### config.mk
export PLATFORM = sky130hd
export DESIGN_NAME = jk_reg_bank_flat
export DESIGN_NICKNAME = d
export VERILOG_FILES = /design/src/rtl/jk_reg_bank_if.sv /design/src/rtl/jk_reg_bank.sv /design/src/flat_wrapper.sv
export SDC_FILE = /design/constraint.sdc
export NUM_CORES = 1
export LEC_CHECK = 0
export ABC_AREA = 1
export CAP_MARGIN = 20
export CORE_AREA = 2 2 61 63
export CTS_CLUSTER_SIZE = 25
export DETAILED_ROUTE_END_ITERATION = 8
export DIE_AREA = 0 0 63 65
export DONT_BUFFER_PORTS = 1
export GPL_TIMING_DRIVEN = 0
export SYNTH_ARGS = -nofsm -noshare
export SYNTH_HDL_FRONTEND = slang
export SYNTH_SLANG_ARGS = --single-unit
export TNS_END_PERCENT = 20
### constraint.sdc
create_clock -name clk -period 1.25 [get_ports clk]
set_input_delay 0.25 -clock clk [delete_from_list [all_inputs] [get_ports clk]]
set_output_delay 0.25 -clock clk [all_outputs]
set_load 0.02 [all_outputs]
### src/rtl/jk_reg_bank_if.sv
// Bus for jk_reg_bank: control, data inputs and registered bank state.
// JK_TOGGLE_CNT_EN adds the toggle_cnt output.
interface jk_reg_bank_if #(
  parameter int WIDTH = 8
);
  localparam int CW = ($clog2(WIDTH + 1) < 1) ? 1 : $clog2(WIDTH + 1);

  logic             en;
  logic [1:0]       mode;
  logic [WIDTH-1:0] j;
  logic [WIDTH-1:0] k;
  logic [WIDTH-1:0] d;
  logic [WIDTH-1:0] q;
  logic [WIDTH-1:0] qbar;
  logic             tc;
`ifdef JK_TOGGLE_CNT_EN
  logic [CW-1:0]    toggle_cnt;

  modport master (output en, mode, j, k, d, input q, qbar, tc, toggle_cnt);
  modport slave  (input en, mode, j, k, d, output q, qbar, tc, toggle_cnt);
`else
  modport master (output en, mode, j, k, d, input q, qbar, tc);
  modport slave  (input en, mode, j, k, d, output q, qbar, tc);
`endif
endinterface

### src/rtl/jk_reg_bank.sv
// WIDTH-bit bank of JK cells: per-bit JK, parallel load, up/down count with
// registered wrap flag. JK_TOGGLE_CNT_EN adds a per-edge changed-bit count.
module jk_reg_bank #(
  parameter int               WIDTH     = 8,
  parameter logic [WIDTH-1:0] RESET_VAL = '0
) (
  input  logic         clk,
  input  logic         rst,
  jk_reg_bank_if.slave bus
);
  localparam int CW = ($clog2(WIDTH + 1) < 1) ? 1 : $clog2(WIDTH + 1);

  typedef enum logic [1:0] {
    MODE_JK   = 2'b00,
    MODE_LOAD = 2'b01,
    MODE_UP   = 2'b10,
    MODE_DOWN = 2'b11
  } mode_e;

  logic [WIDTH-1:0] q_r;
  logic             tc_r;
  logic [WIDTH-1:0] next_q_s;
  logic             next_tc_s;
  logic [WIDTH-1:0] tog_up_s;
  logic [WIDTH-1:0] tog_dn_s;
  logic             carry_up_s;
  logic             borrow_dn_s;

  // Toggle chain: bit i flips when all lower bits are 1 (up) or 0 (down);
  // the final chain value is the wrap condition.
  always_comb begin
    carry_up_s  = 1'b1;
    borrow_dn_s = 1'b1;
    tog_up_s    = '0;
    tog_dn_s    = '0;
    for (int i = 0; i < WIDTH; i++) begin
      tog_up_s[i] = carry_up_s;
      tog_dn_s[i] = borrow_dn_s;
      carry_up_s  = carry_up_s & q_r[i];
      borrow_dn_s = borrow_dn_s & ~q_r[i];
    end
  end

  // Next-state selection; en=0 holds and clears the flag.
  always_comb begin
    next_q_s  = q_r;
    next_tc_s = 1'b0;
    if (bus.en) begin
      case (mode_e'(bus.mode))
        MODE_JK:   next_q_s = (bus.j & ~q_r) | (~bus.k & q_r);
        MODE_LOAD: next_q_s = bus.d;
        MODE_UP: begin
          next_q_s  = q_r ^ tog_up_s;
          next_tc_s = carry_up_s;
        end
        MODE_DOWN: begin
          next_q_s  = q_r ^ tog_dn_s;
          next_tc_s = borrow_dn_s;
        end
        default: begin
          next_q_s  = q_r;
          next_tc_s = 1'b0;
        end
      endcase
    end else begin
      next_q_s  = q_r;
      next_tc_s = 1'b0;
    end
  end

  // Bank state and wrap flag.
  always_ff @(posedge clk) begin
    if (rst) begin
      q_r  <= RESET_VAL;
      tc_r <= 1'b0;
    end else begin
      q_r  <= next_q_s;
      tc_r <= next_tc_s;
    end
  end

  assign bus.q    = q_r;
  assign bus.qbar = ~q_r;
  assign bus.tc   = tc_r;

`ifdef JK_TOGGLE_CNT_EN
  logic [CW-1:0] toggle_cnt_r;

  function automatic logic [CW-1:0] popcount(input logic [WIDTH-1:0] v);
    logic [CW-1:0] c;
    c = '0;
    for (int i = 0; i < WIDTH; i++) begin
      c = c + CW'(v[i]);
    end
    return c;
  endfunction

  // Number of bits that flip on this edge; hold and reset both give zero.
  always_ff @(posedge clk) begin
    if (rst) begin
      toggle_cnt_r <= '0;
    end else begin
      toggle_cnt_r <= popcount(q_r ^ next_q_s);
    end
  end

  assign bus.toggle_cnt = toggle_cnt_r;
`endif
endmodule
### src/flat_wrapper.sv
// flat-port wrapper written by rule: the top's interface ports become plain ports
module jk_reg_bank_flat 
#(
  parameter int               WIDTH     = 8,
  parameter logic [WIDTH-1:0] RESET_VAL = '0
)
  (clk, rst, bus_en, bus_mode, bus_j, bus_k, bus_d, bus_q, bus_qbar, bus_tc);
  jk_reg_bank_if #(.WIDTH(WIDTH)) bus_i ();
  input  logic clk;
  input  logic rst;
  input wire logic [$bits(bus_i.en)-1:0] bus_en;
  input wire logic [$bits(bus_i.mode)-1:0] bus_mode;
  input wire logic [$bits(bus_i.j)-1:0] bus_j;
  input wire logic [$bits(bus_i.k)-1:0] bus_k;
  input wire logic [$bits(bus_i.d)-1:0] bus_d;
  output wire logic [$bits(bus_i.q)-1:0] bus_q;
  output wire logic [$bits(bus_i.qbar)-1:0] bus_qbar;
  output wire logic [$bits(bus_i.tc)-1:0] bus_tc;
  assign bus_i.en = bus_en;
  assign bus_i.mode = bus_mode;
  assign bus_i.j = bus_j;
  assign bus_i.k = bus_k;
  assign bus_i.d = bus_d;
  assign bus_q = bus_i.q;
  assign bus_qbar = bus_i.qbar;
  assign bus_tc = bus_i.tc;
  jk_reg_bank #(.WIDTH(WIDTH), .RESET_VAL(RESET_VAL)) u_core (.clk(clk), .rst(rst), .bus(bus_i));
endmodule
==> run summary <==
Synth
- share of the synthesized area in the top cell type: 0.2215
- Netlist Area Pre-Place: 813.3 µm²
- library cell with the largest summed area after synthesis: dfxtp_1
- Synth Instances: 132
- Post-Syn Nets: 161
- Synth top cells by count: nand2_1 (26), o21ai_0 (14), inv_1 (13), nand3_1 (12), a21oi_1 (11)
- post-synthesis sequential area ratio: 0.2215
- most numerous cell in the Yosys netlist: nand2_1
- most frequently used flop master after synthesis: dfxtp_1
- synth top area cells: dfxtp_1 (22%), nand2_1 (12%), o21ai_0 (8.6%)
- number of synthesized register bits: 9
- number of different library cells in the post-synthesis netlist: 27
- number of synthesized flops with an enable pin: 0
- FFs w/ async S/R, synth: 0
- average cell area after synthesis: 6.161 µm²
- yosys warns: 0

Routing
- Via Count: 959
- antenna-violating nets left: 0
- DR WL/cell: 14.12 µm
- DR pass1 iterations: 4
- number of design rule violations left after detail routing: 0
- initial DRC count: 31
- Via density: 5.128
- Routed WL: 2640 µm

STA
- setup repair after global routing missed its margin: true
- max frequency: 753.5 MHz
- slew at the pin closest to its max-slew limit: 0.4522 ns
- final worst clock skew: 0.008017 ns
- final worst setup slack: -0.07719 ns
- Final Slew Violations: 0
- total count of hold-check failures in the final report: 0
- final critical delay including setup and external delays: 1.327 ns
- Hold WS: 0.02450 ns
- portion of the clock cycle consumed by the worst path in the final layout: 1.062
- max_slew headroom: 0.6986
- accumulated negative setup slack: -0.4011 ns
- count of final setup violators: 8

CTS
- Max Root-Sink Buffers: 2
- latest clock arrival within the worst-skew pair: 0.28 ns
- root buffer selected by CTS: clkbuf_4
- cts bufs inserted: 3
- clock tree sinks: 9
- H-tree depth reported by CTS: 1
- clock slew seen by the registers of the worst setup and hold paths: 0.07 ns
- clock tree from TritonCTS: done

Worst setup path
- endpoint type of the worst setup path: register
- Worst EP required: 1.47 ns
- Critical Path Fanout Max: 6
- reg-to-reg critical path startpoint: u_core.bus.q[1]
- register-to-register setup slack: -0.08 ns
- cell-by-cell listing of the critical path: buf_6, nor2_4, nand3_2, nor2_2, nand4_1, o22ai_1, nand2_1, nor2_1
- Critical Path Source Type: register
- path type of the worst setup path: reg2reg
- endpoint of the worst setup timing path: u_core.bus.tc
- endpoint of the worst register-to-register path: u_core.bus.tc
- CP max stage cell: dfxtp_4
- arrival time at the worst endpoint: 1.55 ns
- CP Launch Point: u_core.bus.q[1]
- length in cells of the worst reg-to-reg path: 8
- stage delay of the slowest cell on the critical path: 0.38 ns

Place
- HPWL Detailed: 1997 µm
- input/output buffers: 0
- Final Wtd Congestion: 0.8563

Floorplan
- number of standard-cell rows in the floorplan: 22
- starting utilization of the core area: 0.2326
- y dimension of the die: 65 µm
- CORE AREA: 3496 µm²
- I/O pins: 46
- DIE AREA: 4095 µm²
- Die Width: 63 µm

Power and ir drop
- worst IR drop on VDD: 0.0004252 V
- leak pwr: 0.3720 nW
- total power density per cell area: 899.3 nW/µm²

Finish
- fraction of layout cells with a size suffix above 1: 0.2950
- post-layout net count: 169
- area overhead of the layout relative to synthesis: 25.54%
- # diodes: 0

Global routing
- pin count of the biggest net entering global routing: 11
- overall global routing resource usage: 0.1365
- total grt overflow: 0
- antenna violations before repair: 0
- first-pass GRT wire length: 4264 µm
- number of global-route vias before repair: 866

Hold path
- Hold WC Path Type: in2reg
- hold path startpoint: rst

Run
- max-capacitance violation count: 0

Run status
- outcome: finished, violations left
- failing checks: negative setup slack

through the flow:
| stage | instance area (µm²) | utilization | std cells | power (mW) | worst slack, ns |
|---|---|---|---|---|---|
| 6_report | 1021 | 0.2921 | 187 | 0.9181 | -0.07719 |
| 3_3_place_gp | 885.9 | 0.2534 | 180 | 0.6248 | -0.1950 |
| 2_1_floorplan | 825.8 | - | 132 | 0.5745 | -0.04616 |
| 4_1_cts | 982.2 | 0.2810 | 186 | 0.9153 | -0.1043 |
| 3_5_place_dp | 885.9 | 0.2534 | 180 | 0.6268 | -0.2180 |
| 5_1_grt | 1021 | 0.2921 | 187 | 0.9923 | -0.1887 |
how the worst min path moves through the flow:
| stage | end | slack (ns) | cells past startpoint |
|---|---|---|---|
| final | u_core.bus.tc | 0.02 | 1 |
| after global routing | u_core.bus.tc | 0.008 | 1 |
| after CTS | u_core.bus.q[0] | 0.01 | 1 |
| after detailed placement | u_core.bus.q[0] | 0.32 | 1 |
| after global placement | u_core.bus.q[0] | 0.31 | 1 |
| after floorplan | u_core.bus.q[0] | 0.31 | 1 |
cells in the final DEF, fill, tap and decap left out, types with 4 or more instances in the layout:
| cell type | count |
|---|---|
| o21ai_1 | 5 |
| nor2_4 | 4 |
| nand3_1 | 12 |
| nand4_1 | 6 |
| o21ai_0 | 11 |
| dfxtp_4 | 5 |
| a21oi_1 | 10 |
| nor2_1 | 6 |
| inv_1 | 9 |
| nand2_1 | 24 |
state kept, by name, summed over array words and instances, names as in the netlist:
signal and flops:
u_core.bus.q 8, u_core.bus.tc 1
final cells by class:
class | count | area (µm²)
repair buffers | 3 | 25.02
well taps | 48 | 60.06
plain buffers | 5 | 41.29
multi-input cells | 102 | 588.1
fillers | 405 | 2475
inverters | 16 | 77.57
flip-flops and latches | 9 | 202.7
clock buffers | 4 | 26.28
cell families after synthesis:
family          after synthesis  synth area share
flops                         9            0.2215
simple gates                 61            0.3754
compound gates               41            0.3000
buf+inv                      21            0.1031
layer usage:
layer	vias up	part of all wire	GRT usage	routed length [µm]
met3	5	0.11	0.06944	278
met2	46	0.43	0.2035	1147
met4	0	0.016	0.03611	41
met1	427	0.44	0.1726	1173
met5	-	0	0	0
li1	481	-	-	-
power breakdown:
group	internal, mW	total, mW	switching, mW	leakage, nW
clock	0.124	0.251	0.127	0.0150
sequential	0.309	0.372	0.0631	0.0785
combinational	0.106	0.295	0.188	0.279
total	0.540	0.918	0.378	0.372
timing repair:
item	CTS	global route
setup endpoints to repair	13	11
gates resized for setup	22	8
setup buffers	2	0
endpoints found under the hold margin	0	1
pin swaps	4	4
hold buffers	0	1
worst max-delay path: cells and delay by family, from the launching register on:
kind                   cells  cell delay (ns)
AO/OA/AOI/OAI              1             0.14
flip-flops                 1             0.38
AND/OR/NAND/NOR            6             0.61
buffers and inverters      1             0.14
Power figures use the tool's default switching activity.
